==> src/rtl/spi_reg_ctrl_pkg.sv <==
// Shared definitions for the SPI frame-to-register-bus controller:
// FSM encoding, command opcodes and the STATUS byte returned at frame start.
package spi_reg_ctrl_pkg;

    typedef enum logic [2:0] {
        S_IDLE = 3'd0,
        S_CMD  = 3'd1,
        S_ADDR = 3'd2,
        S_WR   = 3'd3,
        S_RD   = 3'd4,
        S_DROP = 3'd5
    } state_t;

    typedef enum logic [1:0] {
        OP_NOP = 2'b00,
        OP_WR  = 2'b01,
        OP_RD  = 2'b10,
        OP_RSV = 2'b11
    } op_t;

    localparam logic [3:0] STATUS_NIB = 4'hA;
    localparam logic [7:0] FILL_BYTE  = 8'hFF;

    function automatic logic [7:0] status_byte(input logic err_flag);
        return {STATUS_NIB, 3'b000, err_flag};
    endfunction

endpackage

==> src/rtl/spi_reg_ctrl.sv <==
// Frame-level controller: turns SPI core byte strobes into single-cycle
// register-bus reads/writes with auto-incrementing address and MISO prefetch.
module spi_reg_ctrl
    import spi_reg_ctrl_pkg::*;
(
    input  logic       clk,
    input  logic       rst_n,
    input  logic [7:0] user_out,
    input  logic       user_out_stb,
    output logic [7:0] user_in,
    input  logic       user_in_ack,
    input  logic       csn_state,
    input  logic       csn_fall,
    input  logic       csn_rise,
    output logic [7:0] bus_addr,
    output logic [7:0] bus_wdata,
    output logic       bus_we,
    output logic       bus_re,
    input  logic [7:0] bus_rdata,
    output logic       err
);

    state_t     state_q, state_d;
    logic       op_rd_q, op_rd_d;
    logic [7:0] addr_q, addr_d;
    logic       rd_vld_p1, rd_vld_d;

    logic [7:0] user_in_d;
    logic [7:0] bus_addr_d;
    logic [7:0] bus_wdata_d;
    logic       bus_we_d;
    logic       bus_re_d;
    logic       err_d;

    logic       live;
    logic       byte_stb;
    logic       wr_fire;
    logic       rd_entry;
    logic       rd_next;
    logic       rd_load;
    op_t        op;

    assign op = op_t'(user_out[7:6]);

    // Any chip-select event in this cycle masks the byte/ack inputs, so a
    // strobe coinciding with frame end never reaches the bus.
    assign live     = ~(csn_rise | csn_fall | csn_state);
    assign byte_stb = user_out_stb & live;
    assign wr_fire  = byte_stb & (state_q == S_WR);
    assign rd_entry = byte_stb & (state_q == S_ADDR) & op_rd_q;
    assign rd_next  = user_in_ack & live & (state_q == S_RD);
    assign rd_load  = rd_vld_p1 & live & (state_q == S_RD);

    // State and output registers
    always_ff @(posedge clk or negedge rst_n) begin
        if (!rst_n) begin
            state_q   <= S_IDLE;
            op_rd_q   <= 1'b0;
            addr_q    <= 8'h00;
            rd_vld_p1 <= 1'b0;
            user_in   <= status_byte(1'b0);
            bus_addr  <= 8'h00;
            bus_wdata <= 8'h00;
            bus_we    <= 1'b0;
            bus_re    <= 1'b0;
            err       <= 1'b0;
        end else begin
            state_q   <= state_d;
            op_rd_q   <= op_rd_d;
            addr_q    <= addr_d;
            rd_vld_p1 <= rd_vld_d;
            user_in   <= user_in_d;
            bus_addr  <= bus_addr_d;
            bus_wdata <= bus_wdata_d;
            bus_we    <= bus_we_d;
            bus_re    <= bus_re_d;
            err       <= err_d;
        end
    end

    // Next-state logic; frame end has priority over everything else
    always_comb begin
        state_d = state_q;
        if (csn_rise) begin
            state_d = S_IDLE;
        end else if (csn_fall) begin
            state_d = S_CMD;
        end else if (csn_state) begin
            state_d = S_IDLE;
        end else begin
            case (state_q)
                S_CMD: begin
                    if (user_out_stb) begin
                        if (op == OP_WR || op == OP_RD) state_d = S_ADDR;
                        else                            state_d = S_DROP;
                    end
                end
                S_ADDR: begin
                    if (user_out_stb) state_d = op_rd_q ? S_RD : S_WR;
                end
                default: state_d = state_q;
            endcase
        end
    end

    // Output / datapath next values
    always_comb begin
        op_rd_d     = op_rd_q;
        addr_d      = addr_q;
        err_d       = err;
        bus_addr_d  = bus_addr;
        bus_wdata_d = bus_wdata;
        bus_we_d    = wr_fire;
        bus_re_d    = rd_entry | rd_next;
        // Returning read data is dropped if the frame ended while it was in flight
        rd_vld_d    = bus_re & live;

        if (byte_stb && state_q == S_CMD) begin
            op_rd_d = (op == OP_RD);
            if (op == OP_NOP) err_d = 1'b0;
            if (op == OP_RSV) err_d = 1'b1;
        end

        if (byte_stb && state_q == S_ADDR) begin
            addr_d = user_out;
        end

        if (wr_fire) begin
            bus_addr_d  = addr_q;
            bus_wdata_d = user_out;
            addr_d      = addr_q + 8'd1;
        end

        if (rd_entry) begin
            bus_addr_d = user_out;
        end

        if (rd_next) begin
            bus_addr_d = addr_q + 8'd1;
            addr_d     = addr_q + 8'd1;
        end

        case (state_d)
            S_IDLE, S_CMD: user_in_d = status_byte(err_d);
            S_RD: begin
                if (state_q != S_RD) user_in_d = FILL_BYTE;
                else if (rd_load)    user_in_d = bus_rdata;
                else                 user_in_d = user_in;
            end
            default:       user_in_d = FILL_BYTE;
        endcase
    end

endmodule
==> config.mk <==
export PLATFORM = sky130hd
export DESIGN_NAME = spi_reg_ctrl
export DESIGN_NICKNAME = d
export VERILOG_FILES = /design/src/rtl/spi_reg_ctrl_pkg.sv /design/src/rtl/spi_reg_ctrl.sv
export SDC_FILE = /design/constraint.sdc
export NUM_CORES = 1
export LEC_CHECK = 0
export CELL_PAD_IN_SITES_DETAIL_PLACEMENT = 0
export CELL_PAD_IN_SITES_GLOBAL_PLACEMENT = 1
export CORE_MARGIN = 8
export CORE_UTILIZATION = 27
export CTS_CLUSTER_SIZE = 8
export DETAILED_ROUTE_END_ITERATION = 8
export PLACE_DENSITY = 0.61
export SLEW_MARGIN = 20
export SYNTH_ARGS = -nofsm -noshare
export SYNTH_HDL_FRONTEND = slang
export SYNTH_SLANG_ARGS = --single-unit
==> constraint.sdc <==
create_clock -name clk -period 5.5 [get_ports clk]
set_input_delay 1.1 -clock clk [delete_from_list [all_inputs] [get_ports clk]]
set_output_delay 1.1 -clock clk [all_outputs]
set_load 0.01 [all_outputs]
Word-level counts from Yosys, hierarchy flattened
Index checks and enable logic that the tools add are counted.
- reductions and logical operators: 8
- bitwise operators: 13
- mux-type cells: 20
- equality and inequality tests: 11
- add/subtract/negate cells: 1
- operators with widths (kind ; number):
    $mux 8 ; 8
    $mux 3 ; 7
    $pmux 8 s2 ; 1
    $and 1x1->1 ; 9
    $add 8x1->8 const B ; 1
    $eq 3x1->1 const B ; 2
    $eq 3x2->1 const B ; 2
    $eq 3x3->1 const B ; 2
    $ne 3x3->1 const B ; 2
    $pmux 3 s2 ; 1
    $reduce_bool 3->1 ; 2
    $eq 2x2->1 const B ; 2
    $logic_not 3->1 ; 1
    $mux 1 ; 3
    $or 1x1->1 ; 3
    $eq 2x1->1 const B ; 1
    $logic_and 1x1->1 ; 2
    $logic_not 2->1 ; 1
    $reduce_or 2->1 ; 1
    $logic_or 1x1->1 ; 1
    $not 1->1 ; 1
- register bits after elaboration: 40
- output and inout port bits: 27
- word-level logic and storage cells: 63

Logic depth before layout (Yosys ltp)
- depth in word-level cells: 11
- depth in mapped cells: 6
- depth with buffers taken out: 6

Worst setup path after synthesis
No wires, ideal clock.
- path type: in2reg
- start point: input csn_state
- end point: register user_in[0]
- stages on the path: 5
- data required time: 5.374 ns
- arrival time: 2.344 ns
- setup time: 0.126 ns
- path buffers: 1
- setup slack: 3.030 ns
- cells stage by stage: or4_1 buf_4 nor3b_4 nand2_1 a221o_1
- cells in the longest elaborated chain, start to end: 6
- RTL lines (item ; line ; text):
    from (decl) ; spi_reg_ctrl.sv:12 ; input logic csn_state,
    $mux 3 or $or 1x1->1 (tied branches) ; spi_reg_ctrl.sv:88, spi_reg_ctrl.sv:47 ;
    $mux 3 or $not 1->1 (tied branches) ; spi_reg_ctrl.sv:86, spi_reg_ctrl.sv:47 ;
    $mux 3 or $and 1x1->1 (tied branches) ; spi_reg_ctrl.sv:84, spi_reg_ctrl.sv:48 ;
    $eq 3x1->1, or another cell as far along ; spi_reg_ctrl.sv:143 ; case (state_d)
    $reduce_or 2->1 or $mux 1 (tied branches) ; spi_reg_ctrl.sv:143, spi_reg_ctrl.sv:118 ;
    $pmux 8 s2 ; spi_reg_ctrl.sv:143 ;
    to (signal assigned) ; spi_reg_ctrl.sv:61 ; user_in <= status_byte(1'b0);
    to (signal assigned) ; spi_reg_ctrl.sv:72 ; user_in <= user_in_d;
    to (decl) ; spi_reg_ctrl.sv:10 ; output logic [7:0] user_in,
Several ways; a longest one is shown, not always the timed one.
A chain may end at the register's enable or synchronous reset.

Worst setup path in the final report
- start point: input csn_state
- end point: register bus_wdata[6]
- cells in the longest elaborated chain, start to end: 4
- RTL lines (item ; line ; text):
    $or 1x1->1 ; spi_reg_ctrl.sv:47 ; assign live = ~(csn_rise | csn_fall | csn_state);
    $not 1->1 ; spi_reg_ctrl.sv:47 ;
    $and 1x1->1 ; spi_reg_ctrl.sv:48 ; assign byte_stb = user_out_stb & live;
    $and 1x1->1 ; spi_reg_ctrl.sv:49 ; assign wr_fire = byte_stb & (state_q == S_WR);
    via bus_we_d ; spi_reg_ctrl.sv:31 ; logic bus_we_d;
    to (signal assigned) ; spi_reg_ctrl.sv:74 ; bus_wdata <= bus_wdata_d;
    to (decl) ; spi_reg_ctrl.sv:16 ; output logic [7:0] bus_wdata,
The timed path passes the listed nets, and every way through them passes these cells.

==> metrics.txt <==
initial DRC count=109; Synth async-reset ratio=100%; Buffers on Ports=49; crit-path max FO=11; total power=0.620 mW; Worst Hold Depth=1; WP data required=5.68 ns; clk_skew=0.00924 ns; Worst Max-Slew Pin Slew=0.903 ns; Synth Area per Inst=9.94 um2; die area=11,300 um2; Synth Area in Compound Gates=22.8%; area grow syn2layout=30.8%; floorplan core area=8050 um2; CTS tree=done; WL/cell=17.5 um; Arrival @ worst endpoint=3.28 ns; setup violators final=0; share of layout cells above drive strength 1=10.8%; Synth Area in Simple Gates=19.7%; final wirelength=6.51 mm; status=complete, no violations; total global-route track usage=11.9%; vias=1,952; Vias/cell=5.23; final design utilization=35.9%; clock buffer count from CTS=5; Non-Filler Instances=373; Placer Congestion=0.813; worst setup path class=primary input to flop; max cap viols=0; ys flop type=dfrtp_1; H-tree depth=2; DR pass1 iterations=6; Slew HR=39.8%; largest net degree at the start of global routing=41; Post-CTS Setup Repair Bufs=0; Starting Density=27.4%; IO Pins=50; Synth Area in XOR/XNOR=0.397%; Final Hold Vio Count=0; clock sink total=40; worst r2r path cells=4; Die Height=106 um; max frequency=0.323 GHz; HPWL Detailed=4.56 mm; Final period util=56.3%; Power Density=215 nW/um2; sequential-to-total area share from yosys stat=45.5%; Post-DRT Antenna Nets=0; Die Wd=106 um; Setup crit end kind=flop; clock slew at reported path FFs=0.08 ns; num rows=33; gr ovfl total=0; DRC viols=0; Gate Count Post-Synth=222; Slew Limit Fails=0; fillers=841; Seq cells post-synth=40; ANT cells=0; DP Cell Count=365; vias in the first global route=2,037; number of hold buffers added after CTS=0; number of flops mapped to enable cells by yosys=0; mux share of post-synthesis cell area=5.50%; min Tclk post-route=3.10 ns; largest family of logic cells by synthesized area=compound AO/OA/AOI/OAI gates; Root Buffer Master=clkbuf_8; Worst Hold Class=flop to flop; Synth Area in Adders=2.27%; Max IR drop VDD=0.000116 V; placed cell area=2780 um2; synth unique cells=54; global-route wire length before repair=10.8 mm; Critical Path Source Type=primary input; register area=1000 um2; cell area after layout=2890 um2; unrepaired setup endpoints after global routing=no; maximum clock path buffer count=2; Post-Syn Area=2210 um2; area of the multi-input gates=1120 um2; worst skew pair latency=0.30 ns; Layout Nets=294; initial antenna violation count=0; Syn Nets=249; CTS resizes=0; Setup TNS=0 ns; Lkg Pwr=1.15 nW; Synthesis Warnings=0
worst max-delay path, cell delays in order:
cell and delay (ns):
clkdlybuf4s50_1 0.54, or3_1 0.64, nor2_2 0.59, mux2_2 0.40
cells in the mapped netlist, types with 3 or more instances:
cell type	number	area, um2
o2bb2ai_1	7	61.3
inv_1	10	37.5
a2bb2oi_1	3	26.3
nand3_1	3	15.0
and3_1	4	25.0
nand3b_1	5	37.5
o21ai_0	13	65.1
nor3_1	3	15.0
clkbuf_1	8	30.0
ha_1	4	50.1
o22ai_1	6	37.5
nand2_1	10	37.5
o31ai_1	3	22.5
o32ai_1	3	26.3
dfrtp_1	38	951
a21oi_1	22	110
a221o_1	3	30.0
nor2_1	18	67.6
mux2_2	9	101
or3_1	3	18.8
power by group:
group	internal (mW)	switching (mW)	total, mW
Combinational	0.0339	0.0311	0.0650
Clock	0.134	0.109	0.244
Sequential	0.302	0.00995	0.311
Total	0.470	0.151	0.620
layout make-up:
cell class                      count  area share, %
Multi-Input combinational cell    161           38.7
Clock buffer                        5           2.38
Clock inverter                      3           1.47
Timing Repair Buffer               49           16.8
Inverter                           10           1.30
Sequential cell                    40           34.7
Tap cell                          105           4.55
path summary, 6_finish.rpt:
check                           start            to  slack [ns]
hold reg to reg            user_in[3]    user_in[3]        0.49
setup reg to reg           state_q[1]     addr_q[5]        3.25
min in group asynchronous       rst_n    user_in[1]        0.93
hold / removal             user_in[3]    user_in[3]        0.49
max in group asynchronous       rst_n     addr_q[6]        4.00
setup / recovery            csn_state  bus_wdata[6]        2.40
cell usage in the layout (no fill, tap or decap), types with 4 or more instances in the layout:
cell type        count
inv_1               10
o2bb2ai_1            7
o22ai_1              6
mux2_2               9
clkbuf_8             5
o21ai_0             13
clkdlybuf4s50_1     48
ha_1                 4
nand3b_1             5
nor2_1              18
and3_1               4
dfrtp_1             38
a21oi_1             22
nand2_1             10
flip-flops by register name, indices dropped and copies added, names as in the netlist:
signal	flops
addr_q	8
bus_addr	8
bus_re	1
bus_wdata	8
bus_we	1
err	1
op_rd_q	1
rd_vld_p1	1
state_q	3
user_in	8
stage by stage:
stage,hold WS [ns],worst slack [ns]
after floorplan,0.499,3.03
after global routing,0.511,2.29
after CTS,0.499,2.38
final,0.495,2.40
after detailed placement,0.478,2.07
after global placement,0.474,2.11
logic make-up (layout without fill, tap and decap cells):
logic type,Yosys count,after routing
AND/OR/NAND/NOR,70,70
adder cells (fa/ha/maj),4,4
buffers and inverters,21,67
XOR/XNOR,1,1
AO/OA/AOI/OAI,75,75
flip-flops,40,40
multiplexers,11,11
layer usage:
layer | vias up | part of all wire, % | track usage [%] | wire length, um
met3 | 6 | 6.6 | 3.69 | 431
met1 | 952 | 47 | 15.1 | 3060
met2 | 66 | 45 | 19.1 | 2960
li1 | 928 | - | - | -
met5 | - | 0 | 0 | 0
met4 | 0 | 1.0 | 3.02 | 65
Note: power is estimated with default switching activity, not from simulation.
